==> src/rtl/word_pipe_elastic_pkg.sv <==
// Shared helpers for the elastic word pipeline.
package word_pipe_elastic_pkg;

   // Width needed to count 0..2*depth held words.
   function automatic int occ_width(input int depth);
      return $clog2(2 * depth + 1);
   endfunction

endpackage

==> src/rtl/word_skid_stage.sv <==
// One elastic stage: a main register feeding downstream plus a skid register
// that absorbs the word arriving in the cycle downstream stalls.
module word_skid_stage #(
   parameter int               WIDTH      = 32,
   parameter logic [WIDTH-1:0] RESET_WORD = '0
) (
   input  logic             clk,
   input  logic             reset,
   input  logic             flush,
   input  logic             up_valid,
   output logic             up_ready,
   input  logic [WIDTH-1:0] up_word,
   output logic             dn_valid,
   input  logic             dn_ready,
   output logic [WIDTH-1:0] dn_word,
   output logic [1:0]       held
);

   logic             main_v, skid_v;
   logic [WIDTH-1:0] main_d, skid_d;
   logic             accept;

   // Ready comes straight from a register, so no ready path crosses the stage.
   assign up_ready = !skid_v;
   assign accept   = up_valid && up_ready;
   assign dn_valid = main_v;
   assign dn_word  = main_d;
   assign held     = {1'b0, main_v} + {1'b0, skid_v};

   always_ff @(posedge clk) begin
      if (reset) begin
         main_v <= 1'b0;
         skid_v <= 1'b0;
         main_d <= RESET_WORD;
         skid_d <= RESET_WORD;
      end else if (flush) begin
         main_v <= 1'b0;
         skid_v <= 1'b0;
      end else if (dn_ready || !main_v) begin
         if (skid_v) begin
            main_v <= 1'b1;
            main_d <= skid_d;
         end else begin
            main_v <= accept;
            if (accept) main_d <= up_word;
         end
         skid_v <= 1'b0;
      end else if (accept) begin
         skid_v <= 1'b1;
         skid_d <= up_word;
      end
   end

endmodule

==> src/rtl/word_pipe_elastic.sv <==
// Chain of DEPTH skid stages with valid/ready flow control, flush and an
// occupancy count; capacity is 2*DEPTH words.
module word_pipe_elastic
   import word_pipe_elastic_pkg::*;
#(
   parameter int               WIDTH      = 32,
   parameter int               DEPTH      = 1,
   parameter logic [WIDTH-1:0] RESET_WORD = '0
) (
   input  logic                          clk,
   input  logic                          reset,
   input  logic                          flush,
   input  logic                          in_valid,
   output logic                          in_ready,
   input  logic [WIDTH-1:0]              in_word,
   output logic                          out_valid,
   input  logic                          out_ready,
   output logic [WIDTH-1:0]              out_word,
   output logic [occ_width(DEPTH)-1:0]   occupancy
);

   localparam int OCC_W = occ_width(DEPTH);

   // Index i is the link feeding stage i; index DEPTH is the output link.
   logic [DEPTH:0]             vld;
   logic [DEPTH:0]             rdy;
   logic [DEPTH:0][WIDTH-1:0]  wd;
   logic [DEPTH-1:0][1:0]      held;

   assign vld[0]      = in_valid;
   assign wd[0]       = in_word;
   assign rdy[DEPTH]  = out_ready;

   for (genvar i = 0; i < DEPTH; i++) begin : g_stage
      word_skid_stage #(
         .WIDTH      (WIDTH),
         .RESET_WORD (RESET_WORD)
      ) u_stage (
         .clk      (clk),
         .reset    (reset),
         .flush    (flush),
         .up_valid (vld[i]),
         .up_ready (rdy[i]),
         .up_word  (wd[i]),
         .dn_valid (vld[i+1]),
         .dn_ready (rdy[i+1]),
         .dn_word  (wd[i+1]),
         .held     (held[i])
      );
   end

   assign in_ready  = rdy[0] && !flush && !reset;
   assign out_valid = vld[DEPTH];
   assign out_word  = wd[DEPTH];

   always_comb begin
      occupancy = '0;
      for (int i = 0; i < DEPTH; i++) occupancy = occupancy + OCC_W'(held[i]);
   end

endmodule

==> config.mk <==
export PLATFORM = sky130hd
export DESIGN_NAME = word_pipe_elastic
export DESIGN_NICKNAME = d
export VERILOG_FILES = /design/src/rtl/word_pipe_elastic_pkg.sv /design/src/rtl/word_skid_stage.sv /design/src/rtl/word_pipe_elastic.sv
export SDC_FILE = /design/constraint.sdc
export NUM_CORES = 1
export LEC_CHECK = 0
export ABC_CLOCK_PERIOD_IN_PS = 1300
export CAP_MARGIN = 20
export CELL_PAD_IN_SITES_DETAIL_PLACEMENT = 0
export CELL_PAD_IN_SITES_GLOBAL_PLACEMENT = 2
export CORE_MARGIN = 5
export CORE_UTILIZATION = 25
export CTS_CLUSTER_DIAMETER = 80
export CTS_CLUSTER_SIZE = 30
export DETAILED_ROUTE_END_ITERATION = 12
export GPL_ROUTABILITY_DRIVEN = 0
export PLACE_DENSITY = 0.77
export SYNTH_ARGS = -nofsm -noshare
export SYNTH_HDL_FRONTEND = slang
export SYNTH_SLANG_ARGS = --single-unit
export TNS_END_PERCENT = 100
==> constraint.sdc <==
create_clock -name clk -period 1.3 [get_ports clk]
set_input_delay 0.13 -clock clk [delete_from_list [all_inputs] [get_ports clk]]
set_output_delay 0.13 -clock clk [all_outputs]
set_load 0.01 [all_outputs]
==> results.tsv, run 1 <==
stage	metric	value	unit
global_route	remaining global-route overflow	0	
worst_setup_path	Reg-to-Reg End	g_stage[0].u_stage.dn_word[22]	
logic_synthesis	synthesized flop and latch total	66	
global_route	first-pass GRT wire length	12930	µm
worst_setup_path	worst path buffer plus inverter count	2	
timing	fmax	0.7297	GHz
logic_synthesis	area leader, netlist	dfxtp_1	
timing	final setup margin	-70.51	ps
power_and_ir_drop	leak pwr	1.618	nW
timing	endpoints failing setup	63	
cts	Clock transition at path regs	50	ps
logic_synthesis	cell area after synthesis	3186	µm²
die	Cell Rows	41	
worst_setup_path	last element of the critical path	g_stage[0].u_stage.dn_word[22]	
run	Max Cap Viol	0	
worst_setup_path	crit-path cells	buf_4 -> o21ba_4 -> and2_4 -> buf_12 -> a211oi_4	
timing	Fin. Hold Viols	0	
global_route	GRT Util Overall	0.1115	
timing	pin slew with the least headroom to its limit	416.2	ps
global_route	pin count of the biggest net entering global routing	99	
route	top layer in use	met4	
timing	post-route minimum period	1371	ps
final_layout	# nets final	413	
final_layout	Fill cells	1269	
timing	period utilization	1.054	
die	Die X-Extent	122.9	µm
final_layout	Area Overhead vs Synth	42.07	%
route	met3 wire len	374	µm
die	Starting Density	0.2535	
power_and_ir_drop	largest vdd supply drop	487.9	µV
route	Pre-antenna DRT Iters	6	
route	Starting DRT DRC Count	123	
worst_setup_path	flop2flop setup slack	-70	ps
final_layout	final core utilization	0.3601	
worst_setup_path	CP Capture Type	flop	
placed_design	dpl ws	-373.7	ps
die	io pins	73	
cts	CTS Buffer Depth	2	
route	vias per cell	4.332	
worst_setup_path	CP Depth	5	
timing	setup TNS	-1603	ps
timing	RSZ-0062 raised after global routing	true	
route	drt drc	0	
route	Routed Wire Length	8235	µm
cts	CTS buffer count	9	
final_layout	antenna cells	0	
timing	Slew Limit Fails	0	
timing	Post-Route Skew	10.40	ps
final_layout	share of cells above drive strength 1	0.2216	
route	WL/cell	14.95	µm
logic_synthesis	Yosys cell types	16	
logic_synthesis	top cells by area, synth	dfxtp_1 (41%), mux2i_1 (20%), nand2b_1 (13%)	
worst_setup_path	Worst Path Required	1540	ps
logic_synthesis	post-synth top area share	0.4148	
die	height of the die	122.9	µm
hold_path	hold crit path type	input pin to flop	
logic_synthesis	sequential-to-total area share from yosys stat	0.4148	
placed_design	IO Port Bufs	72	
cts	worst-skew pair later-pin latency	320	ps
die	core area	12570	µm²
worst_setup_path	worst path arrival time	1610	ps
worst_setup_path	startpoint class of the critical path	flop	
timing	Worst slew margin	0.7225	
worst_setup_path	worst-path fanout max	10	
worst_setup_path	Crit Reg-Reg Startpoint	g_stage[0].u_stage.skid_v	
die	die area	15100	µm²
route	via count	2387	
logic_synthesis	Mapped Cells	297	
placed_design	DPL Wire Length	5281	µm
cts	htree depth	3	
cts	CTS tree	done	
global_route	number of global-route vias before repair	2448	
route	ANT nets after route	0	
route	met2 WL	3804	µm
worst_setup_path	worst setup path start	g_stage[0].u_stage.skid_v	
route	Post-Route M1 WL	3932	µm
logic_synthesis	Synth Warn #	0	
outcome	failing checks	setup timing	
power_and_ir_drop	Pwr Total	4.949	mW
cts	CTS root buf	clkbuf_16	
power_and_ir_drop	Cell Pwr Density	1093	nW/µm²
worst_setup_path	kind of critical path	flop to flop	
timing	worst hold slack	374.7	ps
cts	CTS Sinks	66	
worst_setup_path	Max stage delay on crit path	360	ps
outcome	run status	complete, but fails checks	
logic_synthesis	Avg Cell Area, Syn	10.73	µm²
worst_setup_path	crit path max-delay cell type	dfxtp_4	
worst_setup_path	CP delay by family, top	compound AO/OA/AOI/OAI gates	
global_route	initial antenna violation count	0	
worst_setup_path	worst reg2reg path depth	5	
logic_synthesis	net count after synthesis	335	
registers in the layout, summed over array words and instances (netlist names):
signal                    cells
g_stage.u_stage.skid_d       32
g_stage.u_stage.dn_word      32
g_stage.u_stage.dn_valid      1
g_stage.u_stage.skid_v        1
worst register-to-register path, delay by kind of cell, from the launching register on:
kind                   cells  cell delay (ps)
AO/OA/AOI/OAI              2              430
flip-flops                 1              360
buffers and inverters      2              300
AND/OR/NAND/NOR            1              200
final cells by class:
cell class	instances	area [µm²]	area share
clock buffers	11	232.7	0.05142
multi-input cells	201	1728	0.3818
repair buffers	97	1003	0.2217
well taps	172	215.2	0.04755
clock inverters	4	20.02	0.004424
flip-flops and latches	66	1326	0.2931
kinds of logic (layout without fill, tap and decap cells):
| logic type | Yosys count | count (layout) | share of synthesized area |
|---|---|---|---|
| muxes | 64 | 64 | 0.2011 |
| adders and majority gates | 1 | 1 | 0.003927 |
| DFF | 66 | 66 | 0.4148 |
| AOI/OAI and AO/OA | 66 | 66 | 0.1783 |
| buffers and inverters | 30 | 112 | 0.05931 |
| and+or+nand+nor | 70 | 70 | 0.1426 |
where the power goes:
group | switching [mW] | leakage [nW] | total (mW) | internal [mW]
combinational | 0.332 | 0.950 | 0.704 | 0.372
clock | 0.835 | 0.129 | 2.10 | 1.27
sequential | 0.0417 | 0.539 | 2.14 | 2.10
total | 1.21 | 1.62 | 4.95 | 3.74
layout by cell type, fill, tap and decap left out, drive strengths merged:
master         count
dlygate4sd2       34
mux2i             64
nor4b              1
clkbuf            13
clkinv             4
nor2               1
nor3               1
a21oi             32
dfxtp             66
a211oi            33
nand2b            65
and2               1
buf               26
clkdlybuf4s50     34
o21ba              1
nor4               1
clkdlybuf4s15      1
ha                 1
worst min-delay path by stage:
stage,from,to,slack [ps],cells past startpoint
finish,reset,g_stage[0].u_stage.dn_word[25],370,3
global route,flush,g_stage[0].u_stage.dn_valid,400,3
CTS,flush,g_stage[0].u_stage.dn_valid,320,3
detailed placement,g_stage[0].u_stage.skid_d[13],g_stage[0].u_stage.skid_d[13],470,2
global placement,g_stage[0].u_stage.skid_d[31],g_stage[0].u_stage.skid_d[31],460,2
floorplan,flush,g_stage[0].u_stage.dn_valid,200,1
metrics by stage:
stage	cells	area, µm²
2_1_floorplan	297	3204
3_3_place_gp	528	4113
3_5_place_dp	528	4113
4_1_cts	545	4400
5_1_grt	551	4526
6_report	551	4526
per-layer routing:
metal  vias up  global-route usage
li1       1206                   -
met1      1119              0.1488
met2        52              0.1677
met3        10             0.03410
met4         0             0.04409
met5         -                   0
synth_stat cells:
cell type  instances
a211oi_1           3
a211oi_2          30
a21oi_1           32
and2_4             1
buf_2              7
buf_6              9
clkbuf_1          14
dfxtp_1           66
ha_1               1
mux2i_1           64
nand2b_1          65
nor2_1             1
nor3_1             1
nor4_1             1
nor4b_4            1
o21ba_1            1
repair_timing:
action,4_1_cts,5_1_grt
cloned,1,3
buffers inserted,1,3
hold buffers,0,0
gates resized for setup,56,12
pin swaps,1,3
hold endpoints to repair,0,0
endpoints found under the setup margin,100,66
Power figures use the tool's default switching activity.
==> run 2, diff against run 1 <==
--- a/config.mk
+++ b/config.mk
@@ -5,7 +5,6 @@
 export SDC_FILE = /design/constraint.sdc
 export NUM_CORES = 1
 export LEC_CHECK = 0
-export ABC_CLOCK_PERIOD_IN_PS = 1300
 export CAP_MARGIN = 20
 export CELL_PAD_IN_SITES_DETAIL_PLACEMENT = 0
 export CELL_PAD_IN_SITES_GLOBAL_PLACEMENT = 2
==> results of run 2 <==
No change in the layout: final DEF, timing and power equal those of run 1.
==> run 3, diff against run 2 <==
--- a/config.mk
+++ b/config.mk
@@ -9,12 +9,13 @@
 export CELL_PAD_IN_SITES_DETAIL_PLACEMENT = 0
 export CELL_PAD_IN_SITES_GLOBAL_PLACEMENT = 2
 export CORE_MARGIN = 5
-export CORE_UTILIZATION = 25
+export CORE_UTILIZATION = 28
 export CTS_CLUSTER_DIAMETER = 80
 export CTS_CLUSTER_SIZE = 30
 export DETAILED_ROUTE_END_ITERATION = 12
 export GPL_ROUTABILITY_DRIVEN = 0
-export PLACE_DENSITY = 0.77
+export PLACE_DENSITY = 0.84
+export REMOVE_ABC_BUFFERS = 1
 export SYNTH_ARGS = -nofsm -noshare
 export SYNTH_HDL_FRONTEND = slang
 export SYNTH_SLANG_ARGS = --single-unit
==> run 3 against run 2 <==
Net effect: the flow still finishes with violations (setup timing); sequential share of layout area is 0.53 points higher; count of clock-buffer cells in the layout is 4 higher; first-iteration DRC count is 43% lower; critical endpoint is now g_stage[0].u_stage.skid_d[13]; cell area is 1.8% lower; critical path depth is 1 lower.
==> results.tsv, run 3 (synthesized netlist as in run 1, its figures left out) <==
stage	metric	value	unit
power_and_ir_drop	sw frac	0.2239	
timing	period utilization	1.004	
route	Starting DRT DRC Count	70	
timing	final setup margin	-4.643	ps
route	ANT nets after route	0	
worst_setup_path	CP delay by family, top	buffers and inverters	
global_route	initial antenna violation count	0	
die	height of the die	116.7	µm
cts	worst-skew pair later-pin latency	320	ps
final_layout	commonest non-fill, non-tap cells in the layout	nand2b_1 (64), dfxtp_1 (64), mux2i_1 (63)	
die	Cell Rows	39	
cts	CTS Sinks	66	
global_route	number of global-route vias before repair	2331	
timing	Worst slew margin	0.7229	
worst_setup_path	Max stage delay on crit path	370	ps
run	Max Cap Viol	0	
outcome	failing checks	setup timing	
global_route	pin count of the biggest net entering global routing	99	
worst_setup_path	worst-path fanout max	10	
hold_path	hold-critical path depth	2	
power_and_ir_drop	Sequential Power Share	0.401	
placed_design	placed cell count	492	
route	Routed Wire Length	7681	µm
route	Pre-antenna DRT Iters	4	
final_layout	Fill cells	1107	
timing	fmax	0.7665	GHz
worst_setup_path	CP Capture Type	flop	
worst_setup_path	worst reg2reg path depth	4	
global_route	GRT Util Overall	0.1099	
worst_setup_path	startpoint class of the critical path	flop	
route	WL/cell	15.00	µm
worst_setup_path	crit path max-delay cell type	dfxtp_4	
final_layout	# nets final	402	
power_and_ir_drop	Logic pwr share	0.124	
timing	post-route minimum period	1305	ps
final_layout	Area Overhead vs Synth	39.55	%
timing	Slew Limit Fails	0	
cts	CTS Hold Bufs	0	
power_and_ir_drop	Cell Pwr Density	1203	nW/µm²
global_route	first-pass GRT wire length	11670	µm
hold_path	hold crit path type	input pin to flop	
worst_setup_path	kind of critical path	flop to flop	
final_layout	share of cells above drive strength 1	0.1897	
route	vias per cell	4.547	
die	Starting Density	0.2826	
route	via count	2328	
worst_setup_path	CP Depth	4	
cts	CTS buffer count	9	
cts	CTS root buf	clkbuf_16	
route	drt drc	0	
final_layout	post-route insts no fill	512	
outcome	run status	complete, but fails checks	
power_and_ir_drop	Pwr Total	5.348	mW
final_layout	antenna cells	0	
worst_setup_path	crit-path cells	nor4b_4 -> buf_6 -> clkbuf_16 -> mux2i_1	
timing	endpoints failing setup	3	
die	die area	13610	µm²
power_and_ir_drop	Net Sw Power	1.198	mW
timing	RSZ-0062 raised after global routing	true	
timing	Post-Route Skew	2.753	ps
global_route	remaining global-route overflow	0	
die	io pins	73	
worst_setup_path	worst path arrival time	1560	ps
die	Die X-Extent	116.7	µm
placed_design	DPL Wire Length	4845	µm
power_and_ir_drop	largest vdd supply drop	458.8	µV
timing	Fin. Hold Viols	0	
worst_setup_path	Worst Path Required	1550	ps
power_and_ir_drop	power share of the clock group	0.475	
power_and_ir_drop	Int Pwr	4.150	mW
placed_design	IO Port Bufs	72	
cts	CTS tree	done	
cts	Clock transition at path regs	50	ps
power_and_ir_drop	leak pwr	1.590	nW
cts	CTS Buffer Depth	2	
die	core area	11270	µm²
timing	pin slew with the least headroom to its limit	415.7	ps
worst_setup_path	worst path buffer plus inverter count	2	
cts	htree depth	3	
-- run 3: changes by cell type in the layout (fill, tap and decap cells not counted), sizes merged --
| cell | delta |
|---|---|
| clkbuf | +5 |
| bufinv | +1 |
| clkinv | -4 |
| dlygate4sd2 | -1 |
| buf | -13 |
| clkdlybuf4s15 | +1 |
| dlymetal6s2s | +1 |
-- run 3: area by class of cell --
class	instances	area, µm²	area share
Timing Repair Buffer	86	925.9	0.2083
Tap cell	143	178.9	0.04025
Clock inverter	1	30.03	0.006755
Clock buffer	15	287.8	0.06473
Sequential cell	66	1326	0.2983
Multi-Input combinational cell	201	1697	0.3817
-- run 3: power groups by stage --
stage | Combinational, mW | Clock [mW] | Sequential (mW)
floorplan | 0.274 | 0 | 2.22
global placement | 0.705 | 0 | 2.19
detailed placement | 0.713 | 0 | 2.19
CTS | 0.667 | 2.60 | 2.14
global route | 0.721 | 2.70 | 2.15
finish | 0.666 | 2.54 | 2.14
-- run 3: per-layer routing --
| layer | vias to the layer above | part of all wire | GRT usage |
|---|---|---|---|
| li1 | 1181 | - | - |
| met1 | 1096 | 0.49 | 0.1432 |
| met2 | 43 | 0.45 | 0.1705 |
| met3 | 8 | 0.049 | 0.03472 |
| met4 | 0 | 0.010 | 0.04128 |
| met5 | - | 0 | 0 |
-- run 3: path summary, 6_finish.rpt --
path                                 from                             to  slack [ps]
max             g_stage[0].u_stage.skid_v  g_stage[0].u_stage.skid_d[13]          -5
min                                 flush    g_stage[0].u_stage.dn_valid         170
max reg2reg     g_stage[0].u_stage.skid_v  g_stage[0].u_stage.skid_d[13]          -5
min reg2reg  g_stage[0].u_stage.skid_d[1]   g_stage[0].u_stage.skid_d[1]         470
-- run 3: stage by stage --
stage / cell area [µm²] / setup WS, ps / setup TNS [ps] / hold slack (ps) / utilization
after detailed placement: 4058 / -338.8 / -18940 / 465.0 / 0.3600
after global routing: 4446 / -55.04 / -1031 / 170.6 / 0.3944
after global placement: 4058 / -301.5 / -18040 / 457.7 / 0.3600
final: 4446 / -4.643 / -7.117 / 170.4 / 0.3944
after floorplan: 2997 / -1681 / -110140 / 194.6 / -
after CTS: 4349 / -0.9307 / -0.9307 / 398.6 / 0.3858
-- run 3: timing repair --
item,4_1_cts,5_1_grt
cloned,0,3
gates resized for setup,45,7
setup buffers,1,0
endpoints found under the setup margin,67,60
